===== config.mk =====
export PLATFORM = sky130hd
export DESIGN_NAME = uart_rx_flat
export DESIGN_NICKNAME = d
export VERILOG_FILES = /design/src/rtl/uart_pkg.sv /design/src/rtl/uart_rx_if.sv /design/src/rtl/uart_sync2.sv /design/src/rtl/uart_rx.sv /design/src/flat_wrapper.sv
export SDC_FILE = /design/constraint.sdc
export NUM_CORES = 1
export LEC_CHECK = 0
export BUFFER_PORTS_ARGS = -buffer_cell sky130_fd_sc_hd__buf_2
export CORE_MARGIN = 2
export CORE_UTILIZATION = 55
export CTS_CLUSTER_SIZE = 14
export DETAILED_ROUTE_END_ITERATION = 8
export GPL_TIMING_DRIVEN = 0
export PLACE_DENSITY = 0.74
export SYNTH_ARGS = -nofsm -noshare
export SYNTH_HDL_FRONTEND = slang
export SYNTH_SLANG_ARGS = --single-unit

===== constraint.sdc =====
create_clock -name clk -period 4.71 [get_ports clk]
set_clock_uncertainty 0.15 [all_clocks]
set_input_delay 0.471 -clock clk [delete_from_list [all_inputs] [get_ports clk]]
set_output_delay 0.471 -clock clk [all_outputs]
set_load 0.02 [all_outputs]

===== src/rtl/uart_pkg.sv =====
`default_nettype none
// ----------------------------------------------------------------------------
// uart_pkg : shared types and constants for the UART receiver
// Rev 1.0
// ----------------------------------------------------------------------------
package uart_pkg;

  localparam int CNT_W      = 19;
  localparam int SYNC_DEPTH = 2;

  typedef enum logic [2:0] {
    ST_IDLE      = 3'd0,
    ST_START     = 3'd1,
    ST_DATA      = 3'd2,
    ST_STOP      = 3'd3,
    ST_WAIT_HIGH = 3'd4
  } state_e;

  // Counter reload for a half bit (4P-1) or a full bit (8P-1).
  function automatic logic [CNT_W-1:0] count_load(input logic [15:0] p, input logic full_bit);
    logic [CNT_W-1:0] cycles;
    cycles = full_bit ? {p, 3'b000} : {1'b0, p, 2'b00};
    return cycles - CNT_W'(1);
  endfunction

endpackage
`default_nettype wire


===== src/rtl/uart_rx_if.sv =====
`default_nettype none
// ----------------------------------------------------------------------------
// uart_rx_if : AXI-Stream style output channel of the UART receiver
// Rev 1.0
// ----------------------------------------------------------------------------
interface uart_rx_if #(
  parameter int DATA_WIDTH = 8
);
  logic [DATA_WIDTH-1:0] tdata;
  logic                  tvalid;
  logic                  tready;

  modport master (output tdata, output tvalid, input tready);
  modport slave  (input tdata, input tvalid, output tready);
endinterface
`default_nettype wire


===== src/rtl/uart_sync2.sv =====
`default_nettype none
// ----------------------------------------------------------------------------
// uart_sync2 : two-flop synchronizer, resets to logic 1 (idle line level)
// Rev 1.0
// ----------------------------------------------------------------------------
module uart_sync2
  import uart_pkg::*;
(
  input  logic clk,
  input  logic rst_n,
  input  logic d_i,
  output logic q_o
);

  logic [SYNC_DEPTH-1:0] sync_q;

  always_ff @(posedge clk or negedge rst_n) begin
    if (!rst_n) begin
      sync_q <= '1;
    end else begin
      sync_q <= {sync_q[SYNC_DEPTH-2:0], d_i};
    end
  end

  assign q_o = sync_q[SYNC_DEPTH-1];

endmodule
`default_nettype wire


===== src/rtl/uart_rx.sv =====
`default_nettype none
// ----------------------------------------------------------------------------
// uart_rx : 8N1-style UART receiver with AXI-Stream output and error pulses
// Rev 1.0
// ----------------------------------------------------------------------------
module uart_rx
  import uart_pkg::*;
#(
  parameter int DATA_WIDTH = 8
) (
  input  logic             clk,
  input  logic             rst_n,
  input  logic             rxd,
  input  logic [15:0]      prescale,
  uart_rx_if.master        m_axis,
  output logic             busy,
  output logic             overrun_error,
  output logic             frame_error
);

  localparam int IDX_W = $clog2(DATA_WIDTH + 1);

  logic                  rxd_s;
  state_e                state_q;
  logic [CNT_W-1:0]      cnt_q;
  logic [15:0]           p_q;
  logic [IDX_W-1:0]      bit_idx_q;
  logic [DATA_WIDTH-1:0] shift_q;
  logic [DATA_WIDTH-1:0] tdata_q;
  logic                  tvalid_q;
  logic                  overrun_q;
  logic                  frame_err_q;
  logic [SYNC_DEPTH-1:0] prime_q;
  logic                  armed_q;
  logic [15:0]           p_eff_d;
  logic                  primed_d;

  uart_sync2 u_sync (
    .clk   (clk),
    .rst_n (rst_n),
    .d_i   (rxd),
    .q_o   (rxd_s)
  );

  assign p_eff_d  = (prescale == 16'd0) ? 16'd1 : prescale;
  // The synchronizer's reset ones are not real line samples; wait until flushed.
  assign primed_d = prime_q[SYNC_DEPTH-1];

  always_ff @(posedge clk or negedge rst_n) begin
    if (!rst_n) begin
      state_q     <= ST_IDLE;
      cnt_q       <= '0;
      p_q         <= 16'd1;
      bit_idx_q   <= '0;
      shift_q     <= '0;
      tdata_q     <= '0;
      tvalid_q    <= 1'b0;
      overrun_q   <= 1'b0;
      frame_err_q <= 1'b0;
      prime_q     <= '0;
      armed_q     <= 1'b0;
    end else begin
      overrun_q   <= 1'b0;
      frame_err_q <= 1'b0;
      prime_q     <= {prime_q[SYNC_DEPTH-2:0], 1'b1};
      if (tvalid_q && m_axis.tready) begin
        tvalid_q <= 1'b0;
      end

      case (state_q)
        ST_IDLE: begin
          if (primed_d) begin
            if (!armed_q) begin
              if (rxd_s) armed_q <= 1'b1;
              else       state_q <= ST_WAIT_HIGH;
            end else if (!rxd_s) begin
              state_q <= ST_START;
              p_q     <= p_eff_d;
              cnt_q   <= count_load(p_eff_d, 1'b0);
            end
          end
        end

        ST_START: begin
          if (cnt_q != '0) begin
            cnt_q <= cnt_q - CNT_W'(1);
          end else if (rxd_s) begin
            state_q <= ST_IDLE;
          end else begin
            state_q   <= ST_DATA;
            cnt_q     <= count_load(p_q, 1'b1);
            bit_idx_q <= '0;
          end
        end

        ST_DATA: begin
          if (cnt_q != '0) begin
            cnt_q <= cnt_q - CNT_W'(1);
          end else begin
            shift_q <= {rxd_s, shift_q[DATA_WIDTH-1:1]};
            cnt_q   <= count_load(p_q, 1'b1);
            if (bit_idx_q == IDX_W'(DATA_WIDTH - 1)) state_q <= ST_STOP;
            else bit_idx_q <= bit_idx_q + IDX_W'(1);
          end
        end

        ST_STOP: begin
          if (cnt_q != '0) begin
            cnt_q <= cnt_q - CNT_W'(1);
          end else if (rxd_s) begin
            // A byte accepted on this same edge frees the slot: no overrun.
            tdata_q   <= shift_q;
            tvalid_q  <= 1'b1;
            overrun_q <= tvalid_q && !m_axis.tready;
            state_q   <= ST_IDLE;
          end else begin
            frame_err_q <= 1'b1;
            state_q     <= ST_WAIT_HIGH;
          end
        end

        ST_WAIT_HIGH: begin
          if (rxd_s) begin
            armed_q <= 1'b1;
            state_q <= ST_IDLE;
          end
        end

        default: state_q <= ST_IDLE;
      endcase
    end
  end

  assign m_axis.tdata  = tdata_q;
  assign m_axis.tvalid = tvalid_q;
  assign busy          = (state_q != ST_IDLE);
  assign overrun_error = overrun_q;
  assign frame_error   = frame_err_q;

endmodule
`default_nettype wire

===== src/flat_wrapper.sv =====
// flat-port wrapper written by rule: the top's interface ports become plain ports
module uart_rx_flat import uart_pkg::*;
#(
  parameter int DATA_WIDTH = 8
)
  (clk, rst_n, rxd, prescale, busy, overrun_error, frame_error, m_axis_tdata, m_axis_tvalid, m_axis_tready);
  uart_rx_if #(.DATA_WIDTH(DATA_WIDTH)) m_axis_i ();
  input  logic clk;
  input  logic rst_n;
  input  logic rxd;
  input  logic [15:0] prescale;
  output logic busy;
  output logic overrun_error;
  output logic frame_error;
  output wire logic [$bits(m_axis_i.tdata)-1:0] m_axis_tdata;
  output wire logic [$bits(m_axis_i.tvalid)-1:0] m_axis_tvalid;
  input wire logic [$bits(m_axis_i.tready)-1:0] m_axis_tready;
  assign m_axis_tdata = m_axis_i.tdata;
  assign m_axis_tvalid = m_axis_i.tvalid;
  assign m_axis_i.tready = m_axis_tready;
  uart_rx #(.DATA_WIDTH(DATA_WIDTH)) u_core (.clk(clk), .rst_n(rst_n), .rxd(rxd), .prescale(prescale), .m_axis(m_axis_i), .busy(busy), .overrun_error(overrun_error), .frame_error(frame_error));
endmodule

==> metrics.yaml <==
fmax_mhz: 308.5
synthFlopType: "dfrtp_1"
drc: 0
diodes: 0
synth_area_leaders: "dfrtp_1 40%, mux2_2 8.9%, nor2_1 3.7%"
path_max_fanout: 6
fin_setup_tns_ps: 0
timing.rr.end: "u_core.cnt_q[3]"
drive_above_1_share: 0.2137
start_util: 0.5720
multi_input_area_um2: 2122
pin_count: 32
leakagePower_nw: 1.826
crit_end: "u_core.cnt_q[16]"
cts_sinks: 66
antenna_left: 0
clk_latency_ps: 350
numCtsBuffers: 9
rows: 30
vias_per_cell: 6.160
yosysMostFrequentCell: "dfrtp_1"
cts_setup_buffers: 0
cp_data_arrival_time_ps: 3330
final_util: 0.6412
seq_area_um2: 1655
dpl-instance-area_um2: 4185
drt_pass1_iterations: 5
dieWidth_um: 88.29
reg2reg_from: "u_core.cnt_q[0]"
syn_nets: 432
clk_root_buffer_cell: "clkbuf_8"
coreArea_um2: 6832
synth_warnings: 0
synth_edf_count: 0
syn_area_per_cell_um2: 9.601
gp_congestion: 0.9179
portBuffers: 31
routed_wl_um: 9557
synth_area_um2: 3907
ctsHoldBuffers: 0
endpoint_kind: "flop"
nFillCells: 588
antenna_found_initial: 0
hpwl_um: 6939
chipHeight_um: 88.29
start_kind: "input port"
crit_required_ps: 4800
yosysSeqAreaShare: 0.4236
ys_top_cells_by_count: "63 x dfrtp_1, 39 x nor2_1, 31 x mux2_2"
ir_drop_v: 0.0003943
synthCells: 407
worstSetupPathType: "in2reg"
async_flop_share: 1.000
dr_total_vias: 3388
first_iter_violations: 359
path_clk_slew_ps: 80
tightest_slew_ps: 806.9
cp-startpoint: "prescale[12]"
slew_viol_final: 0
p_per_area_nw_per_um2: 514.0
reg2reg_depth: 7
final_cell_area_um2: 4380
dieArea_um2: 7795
post-route-period-util: 0.6883
nNetsFinal: 474
fin_crit_ps: 3242
yosysUniqueCellTypes: 60
grt_max_degree: 67
htreeDepth: 3
post_drt_wl_per_cell_um: 17.38
hold_viol_final: 0
gr-usage-all-layers: 0.2607
worstHoldPathType: "in2async"
dp_cells: 534
gr-total-overflow: 0
stdcell_count: 550
grt_pass1_wl_um: 15640
syn2layout_area_growth_pct: 12.10
synth.ff_latch_count: 66
setup_viol: 0
grt_pass1_vias: 3049
synth_top_area_frac: 0.4035
cts.path.max_buffers: 2
tritoncts: "yes"
status: "finished, final reports clean"
synth_top_area_cell: "dfrtp_1"
rsz0062_at_grt: "false"
drv_cap: 0
post_cts_resized: 0
rrSetupSlack_ps: 1850
slew-limit-headroom: 0.4621
[worst min path at each step]
stage,slack [ps],cells after the start,end
2_1_floorplan,30,0,u_core.armed_q
3_3_place_gp,190,0,u_core.prime_q[1]
3_5_place_dp,190,0,u_core.prime_q[1]
4_1_cts,60,1,u_core.u_sync.sync_q[0]
5_1_grt,50,1,u_core.u_sync.sync_q[0]
6_report,70,1,u_core.state_q[0]
[power by group]
| part | internal [W] | switching [W] | leakage, nW |
|---|---|---|---|
| Combinational | 0.000364 | 0.000500 | 0.901 |
| Sequential | 0.000726 | 0.000183 | 0.833 |
| Clock | 0.000245 | 0.000233 | 0.0925 |
| Total | 0.00134 | 0.000916 | 1.83 |
[sequential cells by signal (all words and copies together), names as in the netlist, 2 cells and up]
signal,cells
u_core.shift_q,8
u_core.cnt_q,19
u_core.state_q,3
u_core.u_sync.sync_q,2
u_core.bit_idx_q,4
u_core.p_q,16
u_core.prime_q,2
u_core.m_axis.tdata,8
[layout by cell type, fill, tap and decap left out, types with 4 or more instances in the layout]
cell type	instances
nor3_1	23
xor2_1	12
nand2_1	20
nand4_1	7
nor3b_1	4
nand3_1	15
buf_2	35
o21ai_0	23
o2bb2ai_1	5
o21ai_1	9
ha_1	5
nor4_1	9
clkbuf_8	9
clkbuf_1	10
dfrtp_1	63
inv_1	11
o22ai_1	7
or3_1	8
and3_1	4
nor2_1	39
mux2_2	31
xnor2_1	14
a21oi_1	16
[through the flow]
step                worst slack [ps]  power [W]  hold WS (ps)
floorplan                       1876   0.001518         25.41
global placement                1210   0.001738         185.4
detailed placement              1145   0.001767         192.6
CTS                             1501   0.002242         56.19
global route                    1316   0.002385         47.34
finish                          1468   0.002251         69.06
[critical path: stages]
cell and delay, ps:
buf_2 150, nor4_1 110, and3_1 250, a21oi_1 340, ha_1 240, nor3b_1 560
nand4_1 340, o311a_1 390, nor2_1 110, a21oi_1 90, a211o_1 270
[per-layer routing]
layer / part of all wire / GRT usage / vias to the layer above / wire [um]
li1: - / - / 1602 / -
met5: 0 / 0 / - / 0
met4: 0.016 / 0.08815 / 0 / 150
met3: 0.052 / 0.04851 / 18 / 498
met1: 0.48 / 0.4010 / 1643 / 4584
met2: 0.45 / 0.3705 / 125 / 4324
[kinds of logic (layout without fill, tap and decap cells)]
family / after synthesis / in the layout / share of synthesized area
adders and majority gates: 5 / 5 / 0.01601
and+or+nand+nor: 151 / 151 / 0.2065
muxes: 33 / 33 / 0.09446
AOI/OAI and AO/OA: 97 / 97 / 0.1668
other: 1 / 1 / 0.0009597
buffers and inverters: 28 / 75 / 0.03330
xor gates and xnor gates: 26 / 26 / 0.05828
DFF: 66 / 66 / 0.4236
[final cells by class]
type | count | share of cell area
plain buffers | 17 | 0.02028
clock buffers | 10 | 0.02913
clock inverters | 6 | 0.01542
inverters | 11 | 0.009426
multi-input cells | 313 | 0.4844
flip-flops and latches | 66 | 0.3779
well taps | 96 | 0.02742
repair buffers | 31 | 0.03599
Note: power is estimated with default switching activity, not from simulation.
